==> src/rtl/sync_frame_tx.sv <==
// Bit-serial frame transmitter: sync pattern then payload MSB first, back-to-back capable.
// Optional even-parity trailer bit enabled by defining SYNC_FRAME_TX_PARITY_EN.
module sync_frame_tx #(
   parameter int unsigned       DATA_W       = 8,
   parameter int unsigned       SYNC_W       = 4,
   parameter logic [SYNC_W-1:0] SYNC_PATTERN = 4'b1101,
   parameter logic              IDLE_BIT     = 1'b0
) (
   input  logic              clk,
   input  logic              reset_n,
   input  logic [DATA_W-1:0] data_in,
   input  logic              data_valid,
   output logic              data_ready,
   output logic              dout,
   output logic              dout_valid,
   output logic              busy,
   output logic              frame_done
);

`ifdef SYNC_FRAME_TX_PARITY_EN
   localparam int unsigned PAR_W = 1;
`else
   localparam int unsigned PAR_W = 0;
`endif
   localparam int unsigned FRAME_W = SYNC_W + DATA_W + PAR_W;
   localparam int unsigned CNT_W   = $clog2(FRAME_W);
   localparam logic [CNT_W-1:0] LAST_IDX = CNT_W'(FRAME_W - 1);
   localparam logic [CNT_W-1:0] DATA_IDX = CNT_W'(SYNC_W);
`ifdef SYNC_FRAME_TX_PARITY_EN
   localparam logic [CNT_W-1:0] PAR_IDX  = CNT_W'(SYNC_W + DATA_W);

   typedef enum logic [1:0] {IDLE, SYNC, DATA, PAR} state_t;
`else
   typedef enum logic [1:0] {IDLE, SYNC, DATA} state_t;
`endif

   state_t               r_state, w_nxt_state;
   logic [CNT_W-1:0]     r_cnt, w_nxt_cnt, w_step_cnt;
   logic [FRAME_W-2:0]   r_shift, w_nxt_shift;
   logic                 r_dout, w_nxt_dout;
   logic                 r_dout_valid, w_nxt_valid;
   logic                 r_frame_done, w_nxt_done;
   logic [FRAME_W-1:0]   w_frame;
   logic                 w_last;
   logic                 w_accept;

`ifdef SYNC_FRAME_TX_PARITY_EN
   assign w_frame = {SYNC_PATTERN, data_in, ^data_in};
`else
   assign w_frame = {SYNC_PATTERN, data_in};
`endif

   assign w_last     = (r_state != IDLE) && (r_cnt == LAST_IDX);
   assign data_ready = reset_n && ((r_state == IDLE) || w_last);
   assign w_accept   = data_valid && data_ready;
   assign busy       = (r_state != IDLE);
   assign dout       = r_dout;
   assign dout_valid = r_dout_valid;
   assign frame_done = r_frame_done;

   // State register; r_dout always shows the bit indexed by r_cnt, r_shift holds the rest
   always_ff @(posedge clk or negedge reset_n) begin
      if (!reset_n) begin
         r_state      <= IDLE;
         r_cnt        <= '0;
         r_shift      <= '0;
         r_dout       <= IDLE_BIT;
         r_dout_valid <= 1'b0;
         r_frame_done <= 1'b0;
      end else begin
         r_state      <= w_nxt_state;
         r_cnt        <= w_nxt_cnt;
         r_shift      <= w_nxt_shift;
         r_dout       <= w_nxt_dout;
         r_dout_valid <= w_nxt_valid;
         r_frame_done <= w_nxt_done;
      end
   end

   // Next state and next registered outputs; an accept in the last bit cycle restarts at once
   always_comb begin
      w_nxt_state = r_state;
      w_nxt_cnt   = r_cnt;
      w_nxt_shift = r_shift;
      w_nxt_dout  = IDLE_BIT;
      w_nxt_valid = 1'b0;
      w_nxt_done  = 1'b0;
      w_step_cnt  = r_cnt + CNT_W'(1);

      if (w_accept) begin
         w_nxt_state = SYNC;
         w_nxt_cnt   = '0;
         w_nxt_shift = w_frame[FRAME_W-2:0];
         w_nxt_dout  = w_frame[FRAME_W-1];
         w_nxt_valid = 1'b1;
      end else if (w_last) begin
         w_nxt_state = IDLE;
         w_nxt_cnt   = '0;
         w_nxt_shift = '0;
      end else if (r_state != IDLE) begin
         w_nxt_cnt   = w_step_cnt;
         w_nxt_shift = {r_shift[FRAME_W-3:0], 1'b0};
         w_nxt_dout  = r_shift[FRAME_W-2];
         w_nxt_valid = 1'b1;
         w_nxt_done  = (w_step_cnt == LAST_IDX);
         if (w_step_cnt == DATA_IDX) begin
            w_nxt_state = DATA;
         end
`ifdef SYNC_FRAME_TX_PARITY_EN
         else if (w_step_cnt == PAR_IDX) begin
            w_nxt_state = PAR;
         end
`endif
      end
   end

endmodule

==> config.mk <==
export PLATFORM = sky130hd
export DESIGN_NAME = sync_frame_tx
export DESIGN_NICKNAME = d
export VERILOG_FILES = /design/src/rtl/sync_frame_tx.sv
export SDC_FILE = /design/constraint.sdc
export NUM_CORES = 1
export LEC_CHECK = 0
export ABC_AREA = 1
export CAP_MARGIN = 15
export CORE_MARGIN = 10
export CORE_UTILIZATION = 43
export DETAILED_ROUTE_END_ITERATION = 12
export GPL_TIMING_DRIVEN = 0
export PLACE_DENSITY_LB_ADDON = 0.1
export SLEW_MARGIN = 30
export SYNTH_ARGS = -nofsm -noshare
export SYNTH_HDL_FRONTEND = slang
export SYNTH_SLANG_ARGS = --single-unit
==> constraint.sdc <==
create_clock -name clk -period 1.2 [get_ports clk]
set_clock_uncertainty 0.1 [all_clocks]
set_input_delay 0.24 -clock clk [delete_from_list [all_inputs] [get_ports clk]]
set_output_delay 0.24 -clock clk [all_outputs]
set_load 0.01 [all_outputs]
======== Word level (Yosys, flattened, before mapping) ========
Index checks and enable logic that the tools add are counted.
word-level totals
  output and inout port bits .............. 5
  logic and storage cells ................. 38
  register bits ........................... 20
cells by class
  mux-type cells .......................... 19
  eq/ne operators ......................... 3
  reduce and logical (&&, ||, !) cells .... 9
  add/sub/neg operators ................... 1
operator list
  cell                                            number
  two-way mux 11 bit                              3
  two-way mux 4 bit                               3
  two-way mux 1 bit                               9
  == test 4 bit (second input constant)           2
  two-way mux 2 bit                               4
  nonzero test 3 bit                              2
  adder 4 x 1 -> 4 bit (second input constant)    1
  == test 4 x 3 -> 1 bit (second input constant)  1
  logical AND 1 bit                               3
  logical NOT 2 bit                               1
  AND reduction 2 bit                             1
  nonzero test 2 bit                              1
  logical OR 1 bit                                1

======== Logic depth before layout (Yosys ltp) ========
  depth after elaboration ................. 7
  mapped depth ............................ 8
  gate-level depth less buffers ........... 8

======== Least setup slack after synthesis ========
OpenSTA, ideal clock, no wires.
  kind .................................... register -> output
  from .................................... register r_cnt[0]
  to ...................................... output data_ready
  arrival ................................. 1,060 ps
  stages on the path, launching flop included .. 6
  setup slack ............................. -200 ps
  cell sequence ........................... dfrtp_1 -> ha_1 -> nand3_2 -> nand2_4 -> inv_2 -> nor2_1
on the way
  word-level cells in the longest chain between the ends .. 4
RTL lines
  item                    RTL line  text
  start, declared         38        logic [CNT_W-1:0] r_cnt, w_nxt_cnt, w_step_cnt;
  start signal, assigned  72        r_cnt <= w_nxt_cnt;
  == test 4 bit           53        assign w_last = (r_state != IDLE) && (r_cnt == LAST_IDX);
  logical AND 1 bit       53
  logical OR 1 bit        54        assign data_ready = reset_n && ((r_state == IDLE) || w_last);
  logical AND 1 bit       54
  end, declared           13        output logic data_ready,
No other way between the ends.

======== Worst setup path after layout ========
  from .................................... register r_cnt[1]
  to ...................................... output data_ready
Same word-level chain as after synthesis.

==> impl_metrics.csv <==
group,metric,value,unit
worst_setup_path,r2r_slack,-0.34,ns
clock_tree,root_buffer,"clkbuf_4",
synth,yosysSeqAreaShare,0.5340,
detailed_routing,avgViaCountPerCell,4.750,
floorplanning,rows,16,
timing,min_period_over_period,1.346,
layout,drive_above_1_share,0.3139,
synth,syn_nets,117,
synth,yosysWarnings,0,
timing,slew_headroom,0.6195,
floorplanning,core_region_area,2022,um^2
detailed_routing,drc,0,
worst_setup_path,crit_path_end_kind,"output port",
timing,finalWorstSetupSlack,-0.4156,ns
clock_tree,clkLatencyLatePin,0.30,ns
placed_design,io_buffers,15,
timing,min_period,1.616,ns
power_and_ir_drop,ir_worst_vdd,0.001155,V
layout,layout_commonest_cell,"nand2_1",
global_routing,track_usage,0.09758,
layout,area_growth,42.06,%
clock_tree,clk_pin_slew,0.11,ns
placed_design,gp_congestion,0.7691,
timing,rsz0062_at_grt,"yes",
min_path,min_path_type,"input pin to async pin",
synth,synth_cell_types,22,
detailed_routing,post_drt_wl_per_cell,12.80,um
worst_setup_path,startpoint_type,"flip-flop",
detailed_routing,vias,779,
layout,num-nets-final,152,
worst_setup_path,r2r.worst_path.cells,9,
clock_tree,cts_num_sinks,20,
clock_tree,htreeDepth,1,
synth,avgSynthCellArea,9.011,um^2
worst_setup_path,critPathRequiredTime,0.86,ns
floorplanning,die_h,66.69,um
worst_setup_path,crit_arrival,1.28,ns
detailed_routing,firstDrtPassIters,4,
synth,synth_seq_cells,20,
placed_design,hpwl,1287,um
outcome,status,"finished, violations left",
worst_setup_path,r2r_start,"r_cnt[1]",
global_routing,overflow,0,
detailed_routing,drtIter0Drc,24,
power_and_ir_drop,power,3.209,mW
detailed_routing,ant_nets,0,
timing,hold_viol,20,
worst_setup_path,worstSetupPathType,"flip-flop to output port",
worst_setup_path,path_max_fanout,2,
clock_tree,cts_inserted_buffers,3,
timing,tightest_slew,0.5708,ns
timing,worst_hold_slack,-0.1873,ns
clock_tree,cts_tree,"built",
layout,most-common-layout-cells,"32 x nand2_1, 20 x dfrtp_1, 11 x inv_1, 10 x buf_4",
synth,synth_area,937.1,um^2
power_and_ir_drop,power_density,2410,nW/um^2
floorplanning,initial_core_util,0.4635,
worst_setup_path,timing.rr.end,"r_state[1]",
job,drv_cap,0,
floorplanning,ioPinCount,16,
floorplanning,die_x,66.69,um
global_routing,grt_pass1_vias,738,
layout,final_area,1331,um^2
power_and_ir_drop,leakage,0.6754,nW
global_routing,grt_pass1_wl,3346,um
layout,antenna_cells,0,
global_routing,grt_max_degree,24,
clock_tree,cts_max_path_buffers,2,
timing,fin_tns_setup,-5.628,ns
layout,post-route-util,0.6584,
synth,synth_cells,104,
timing,max_freq,619.0,MHz
detailed_routing,wl,2099,um
timing,slew_violations,0,
global_routing,antenna_found_initial,0,
timing,setup_viol,22,
placed_design,placed_area,1126,um^2
outcome,failed_checks,"hold timing, setup timing",
floorplanning,dieArea,4447,um^2
sequential cells by signal (all words and copies together), names as in the netlist:
signal,count
frame_done,1
r_state,2
dout_valid,1
dout,1
r_shift,11
r_cnt,4
power by group:
group          internal, mW  total, mW  leakage (nW)  switching, mW
Combinational         0.874       1.79         0.406          0.918
Sequential            0.936       1.09         0.256          0.154
Clock                 0.117      0.326        0.0138          0.209
Total                  1.93       3.21         0.675           1.28
worst max-delay path: stages (launching register included):
cell and delay [ns]:
dfrtp_1 0.42, ha_4 0.17, nand3_4 0.08, nand2_4 0.11, inv_8 0.03, nor2_4 0.07, buf_6 0.10
through the flow:
step	hold slack, ns	std cells	setup slack (ns)
floorplan	-0.1556	104	-0.1317
global placement	0.3582	146	-1.519
detailed placement	0.1618	146	-0.7527
CTS	-0.1701	157	-0.3990
global route	-0.1616	164	-0.4820
finish	-0.1873	164	-0.4156
Yosys cell counts:
library cell	number	area share
inv_1	13	0.052
inv_4	1	0.0067
nand3_4	1	0.019
nand2_1	34	0.14
ha_1	2	0.027
o21ai_0	3	0.016
a21oi_4	1	0.017
o21ai_1	1	0.0053
a21oi_1	1	0.0053
xor2_1	2	0.019
nor2_1	3	0.012
o221ai_1	1	0.0093
nand2_4	2	0.024
inv_2	2	0.0080
nand3_2	2	0.021
o22ai_1	2	0.013
nand2_2	1	0.0067
nand3_1	9	0.048
dfrtp_1	20	0.53
nand4_1	1	0.0067
o211ai_1	1	0.0080
clkinv_2	1	0.0053
layout make-up:
cell class	count	area, um^2
Fill cell	167	690.7
Inverter	17	78.83
Clock buffer	3	22.52
Tap cell	27	33.78
Multi-Input combinational cell	67	414.1
Sequential cell	20	500.5
Timing Repair Buffer	30	281.5
cell families after synthesis:
family	Yosys count	share of synthesized area
AO/OA/AOI/OAI	10	0.07476
XOR/XNOR	2	0.01870
buffers and inverters	17	0.07210
flip-flops	20	0.5340
adder cells (fa/ha/maj)	2	0.02670
AND/OR/NAND/NOR	53	0.2737
routing by layer:
layer	part of all wire	track usage	vias to the layer above
met2	0.50	0.1564	14
met1	0.43	0.1120	364
met3	0.053	0.03010	5
met4	0.023	0.05497	0
li1	-	-	396
met5	0	0	-
worst max-delay path by stage:
stage,to,cells after the start,from,slack [ns]
final,data_ready,6,r_cnt[1],-0.42
after global routing,data_ready,6,r_cnt[1],-0.48
after CTS,data_ready,6,r_cnt[0],-0.40
after detailed placement,data_ready,6,r_cnt[0],-0.75
after global placement,data_ready,4,reset_n,-1.52
after floorplan,r_state[0],8,r_cnt[0],-0.13
timing repair:
item | CTS | global route
resized for setup | 35 | 7
setup endpoints to repair | 25 | 22
cloned | 0 | 1
setup buffers | 8 | 6
pin swaps | 4 | 3
hold endpoints to repair | 20 | 20
Note: power is estimated with default switching activity, not from simulation.
